### config.mk
export PLATFORM = sky130hd
export DESIGN_NAME = receptor_flash_ctrl
export DESIGN_NICKNAME = d
export VERILOG_FILES = /design/src/rtl/receptor_flash_ctrl.sv
export SDC_FILE = /design/constraint.sdc
export NUM_CORES = 1
export LEC_CHECK = 0
export CAP_MARGIN = 20
export CORE_MARGIN = 5
export CORE_UTILIZATION = 30
export CTS_CLUSTER_SIZE = 25
export DETAILED_ROUTE_END_ITERATION = 8
export SKIP_LAST_GASP = 1
export SLEW_MARGIN = 40
export SYNTH_ARGS = -nofsm -noshare
export SYNTH_HDL_FRONTEND = slang
export SYNTH_SLANG_ARGS = --single-unit
### constraint.sdc
create_clock -name Clk -period 1.8 [get_ports Clk]
set_input_delay 0.54 -clock Clk [delete_from_list [all_inputs] [get_ports Clk]]
set_output_delay 0.54 -clock Clk [all_outputs]
set_load 0.05 [all_outputs]
### src/rtl/receptor_flash_ctrl.sv
// Per-lane receptor brightness sequencer: press -> hold at peak -> frame-paced decay -> idle.
// Keys and frame_clk are synchronized locally; every output is a register.
module receptor_flash_ctrl #(
  parameter int         NUM_LANES   = 4,
  parameter logic [7:0] PEAK        = 8'hFF,
  parameter logic [7:0] BASE        = 8'h55,
  parameter int         HOLD_FRAMES = 4,
  parameter logic [7:0] DECAY_STEP  = 8'h20
) (
  input  logic                   Clk,
  input  logic                   Reset_n,
  input  logic                   frame_clk,
  input  logic [NUM_LANES-1:0]   keys,
  output logic [8*NUM_LANES-1:0] flash_level,
  output logic [NUM_LANES-1:0]   is_receptor_lit,
  output logic [NUM_LANES-1:0]   press_pulse
);

  typedef enum logic [1:0] {
    IDLE    = 2'd0,
    PRESSED = 2'd1,
    HOLD    = 2'd2,
    DECAY   = 2'd3
  } lane_state_t;

  localparam logic [3:0] HOLD_INIT = 4'(HOLD_FRAMES);

  logic [NUM_LANES-1:0] keys_p0;
  logic [NUM_LANES-1:0] keys_p1;
  logic [NUM_LANES-1:0] keys_p2;
  logic [NUM_LANES-1:0] press_p2;
  logic [NUM_LANES-1:0] held_p2;
  logic                 frame_p0;
  logic                 frame_p1;
  logic                 frame_p2;
  logic                 tick_p2;

  lane_state_t          state    [NUM_LANES];
  logic [7:0]           level    [NUM_LANES];
  logic [3:0]           hold_cnt [NUM_LANES];
  logic [NUM_LANES-1:0] lit_r;
  logic [NUM_LANES-1:0] pulse_r;

  // One decay step, clamped so the level lands exactly on BASE instead of undershooting.
  function automatic logic [7:0] decay_sat(input logic [7:0] lvl);
    logic [7:0] above;
    above = lvl - BASE;
    if (above > DECAY_STEP)
      return lvl - DECAY_STEP;
    return BASE;
  endfunction

  // Stage p0/p1: two-flop synchronizers; stage p2: edge detect registered with the held level
  always_ff @(posedge Clk or negedge Reset_n) begin
    if (!Reset_n) begin
      keys_p0  <= '0;
      keys_p1  <= '0;
      keys_p2  <= '0;
      press_p2 <= '0;
      held_p2  <= '0;
      frame_p0 <= 1'b0;
      frame_p1 <= 1'b0;
      frame_p2 <= 1'b0;
      tick_p2  <= 1'b0;
    end else begin
      keys_p0  <= keys;
      keys_p1  <= keys_p0;
      keys_p2  <= keys_p1;
      press_p2 <= keys_p1 & ~keys_p2;
      held_p2  <= keys_p1;
      frame_p0 <= frame_clk;
      frame_p1 <= frame_p0;
      frame_p2 <= frame_p1;
      tick_p2  <= frame_p1 & ~frame_p2;
    end
  end

  // Lane FSMs: a press edge preempts any frame tick arriving in the same cycle
  always_ff @(posedge Clk or negedge Reset_n) begin
    if (!Reset_n) begin
      for (int i = 0; i < NUM_LANES; i++) begin
        state[i]    <= IDLE;
        level[i]    <= BASE;
        hold_cnt[i] <= '0;
      end
      lit_r   <= '0;
      pulse_r <= '0;
    end else begin
      pulse_r <= '0;
      for (int i = 0; i < NUM_LANES; i++) begin
        if (press_p2[i] && state[i] != PRESSED) begin
          state[i]    <= PRESSED;
          level[i]    <= PEAK;
          hold_cnt[i] <= '0;
          lit_r[i]    <= 1'b1;
          pulse_r[i]  <= 1'b1;
        end else begin
          case (state[i])
            IDLE: begin
              level[i] <= BASE;
              lit_r[i] <= 1'b0;
            end
            PRESSED: begin
              if (!held_p2[i]) begin
                state[i]    <= HOLD;
                hold_cnt[i] <= HOLD_INIT;
              end
            end
            HOLD: begin
              if (tick_p2) begin
                if (hold_cnt[i] == 4'd1) begin
                  state[i]    <= DECAY;
                  hold_cnt[i] <= '0;
                end else begin
                  hold_cnt[i] <= hold_cnt[i] - 4'd1;
                end
              end
            end
            DECAY: begin
              if (tick_p2) begin
                level[i] <= decay_sat(level[i]);
                if (decay_sat(level[i]) == BASE) begin
                  state[i] <= IDLE;
                  lit_r[i] <= 1'b0;
                end
              end
            end
            default: begin
              state[i] <= IDLE;
              level[i] <= BASE;
              lit_r[i] <= 1'b0;
            end
          endcase
        end
      end
    end
  end

  for (genvar g = 0; g < NUM_LANES; g++) begin : g_level
    assign flash_level[8*g +: 8] = level[g];
  end

  assign is_receptor_lit = lit_r;
  assign press_pulse     = pulse_r;

endmodule

==> results.cfg <==
[synth]
ys_ff_latch = 84
ys.flop_type = dfrtp_1
yosys_warnings = 0
synth_enable_flop_cells = 0
synth_seq_area_share_pct = 46.9
synthArstFlopShare_pct = 100
avgSynthCellArea_um2 = 9.68
synthesis.area_um2 = 4530
synth_fp_nets = 499
syn_inst = 468
netlist-cell-type-count = 66

[placed_design]
dp_hpwl_um = 7780
dp.cells = 738
post-place-ws_ps = -135
port_buffers = 46
place_area_um2 = 6010
place.gp.congestion = 0.811

[floorplanning]
pin_count = 47
core_um2 = 15000
dieArea_um2 = 17700
start_util_pct = 30.2
die_h_um = 133
rows = 45
die_x_um = 133

[clock_tree]
clock-sinks = 84
ctsHoldBuffers = 0
htreeDepth = 3
path_clk_slew_ps = 70
worst_skew_pair.late_latency_ps = 340
cts_tree = built
cts_max_path_buffers = 2
cts_root_buf = clkbuf_16
cts_made_buffers = 9

[sta]
rsz0062_at_grt = true
setup_tns_ps = -1110
maxSlewHeadroom_pct = 70.7
max_freq_mhz = 516
finClkSkew_ps = 5.08
whs_ps = 119
period_minus_slack_ps = 1940
worstMarginPinSlew_ps = 440
finalMaxSlewViolations = 0
setup_viol_count_final = 17
worst_slack_ps = -137
hold_viol = 0
period_share_pct = 108

[routing]
ant_nets = 0
remaining_drc_errors = 0
drt-total-wl_um = 10900
drt-vias-per-instance = 5.01
wl_per_cell_um = 14.0
first_iter_violations = 183
dr_total_vias = 3895
dr.pass1.iters = 4

[finish]
diodes = 0
fillers = 1363
final_common_cell = buf_4
mostFrequentLayoutCells = 71 x buf_4, 58 x dfrtp_1, 37 x buf_12, 36 x nand2_1, 29 x a21oi_1
nets = 616
stdcell_count = 778
design_area_um2 = 6830
drive_gt1_share_pct = 40.5
area_growth_pct = 50.8

[setup_path]
slowest_delay_ps = 650
startpoint_type = register
timing.rr.end = state[0]
critPathCaptureType = register
timing.rr.start = flash_level[30]
worstPathArrival_ps = 2150
worst-r2r-cell-count = 7
crit_path_cell_trace = inv_2, ha_4, xor2_1, or4_4, o21a_1, o21ai_2, a31oi_1
crit_slowest_cell = dfstp_4
path_max_fanout = 5
reg2reg_slack_ps = -140
cp.required_ps = 2020
worstSetupPathType = register to register

[power_and_ir_drop]
power_density_nw_per_um2 = 1850
p_leak_uw = 0.00295
irDropWorstVdd_uv = 579

[status]
status = complete, but fails checks
failed_checks = negative setup slack

[run]
cap_violations = 0

[grt]
grt_max_degree = 31
antenna_found_initial = 0
grt-ovfl-total = 0
grt_pass1_wl_um = 18300
track_usage_pct = 12.3
grt_pass1_vias = 3904

[worst_hold_path]
holdCritPathClass = primary input to async pin
==> flip-flops by register name (all words and copies together), names as in the netlist <==
register	cells
press_pulse	4
flash_level	32
is_receptor_lit	4
tick_p2	1
state	8
frame_p1	1
held_p2	4
frame_p2	1
keys_p0	4
frame_p0	1
press_p2	4
keys_p1	4
hold_cnt	16
==> worst max path at each step <==
stage / start / end / slack, ps / cells past startpoint
global placement: flash_level[30] / state[0] / -80 / 7
global route: flash_level[30] / state[0] / -210 / 7
floorplan: flash_level[30] / state[0] / -160 / 7
CTS: flash_level[30] / state[0] / -100 / 7
detailed placement: flash_level[30] / state[0] / -130 / 7
finish: flash_level[30] / state[0] / -140 / 7
==> power breakdown <==
group | leakage (µW) | internal [µW] | switching (µW) | total [µW]
Sequential | 0.000990 | 2460 | 699 | 3160
Combinational | 0.00181 | 3670 | 3950 | 7620
Clock | 0.000145 | 974 | 844 | 1820
==> area by class of cell <==
cell class,count,area [µm²],area share (%)
Multi-Input combinational cell,340,2620,38.4
Timing Repair Buffer,121,1410,20.7
Inverter,29,116,1.70
Sequential cell,84,2150,31.5
Clock inverter,7,66.3,0.971
Clock buffer,9,225,3.30
Tap cell,188,235,3.44
==> layer usage <==
metal	GRT usage (%)	vias to the layer above	routed length (µm)	share of wire, %
met1	15.5	1908	4850	44
met4	4.68	0	172	1.6
met3	2.70	15	284	2.6
met5	0	-	0	0
met2	20.7	39	5600	51
li1	-	1933	-	-
==> metrics by stage <==
stage,utilization [%],power (µW)
global placement,40.1,9330
CTS,43.2,11800
floorplan,-,7020
detailed placement,40.1,9530
global route,45.6,13500
finish,45.6,12600
==> critical path: cells and delay by family (launching register included) <==
family | cells | cell delay (ps)
flops | 1 | 650
simple gates | 1 | 440
compound gates | 3 | 380
fa+ha+maj | 1 | 150
xor+xnor | 1 | 140
buf+inv | 1 | 50
==> kinds of logic after synthesis <==
| logic type | synth area share [%] |
|---|---|
| AOI/OAI and AO/OA | 21.6 |
| buffers and inverters | 4.14 |
| xor gates and xnor gates | 1.16 |
| DFF | 46.9 |
| muxes | 1.24 |
| and+or+nand+nor | 18.4 |
| adders and majority gates | 6.63 |
==> repair_timing <==
action / 4_1_cts / 5_1_grt
endpoints found under the setup margin: 28 / 48
cloned: 0 / 0
setup buffers: 10 / 15
pin swaps: 13 / 35
gates resized for setup: 22 / 62
==> synthesized netlist by cell type (4+ instances only) <==
cell type | count | area [µm²]
dfrtp_1 | 68 | 1700
nand2_1 | 41 | 154
a21oi_1 | 33 | 165
o21ai_0 | 31 | 155
nor2_1 | 30 | 113
inv_1 | 28 | 105
ha_1 | 24 | 300
nand2b_1 | 20 | 125
nor3_1 | 20 | 100
dfstp_2 | 16 | 420
a31oi_1 | 11 | 68.8
buf_2 | 9 | 45.0
nand3_1 | 9 | 45.0
a21o_1 | 8 | 60.1
nor2b_1 | 8 | 50.1
o31ai_1 | 7 | 52.6
o21a_1 | 6 | 45.0
a211o_1 | 5 | 43.8
and2_1 | 5 | 31.3
or2_2 | 5 | 31.3
or4_1 | 5 | 37.5
clkbuf_1 | 4 | 15.0
nand3b_1 | 4 | 30.0
o211ai_1 | 4 | 30.0
o221ai_1 | 4 | 35.0
Power figures use the tool's default switching activity.
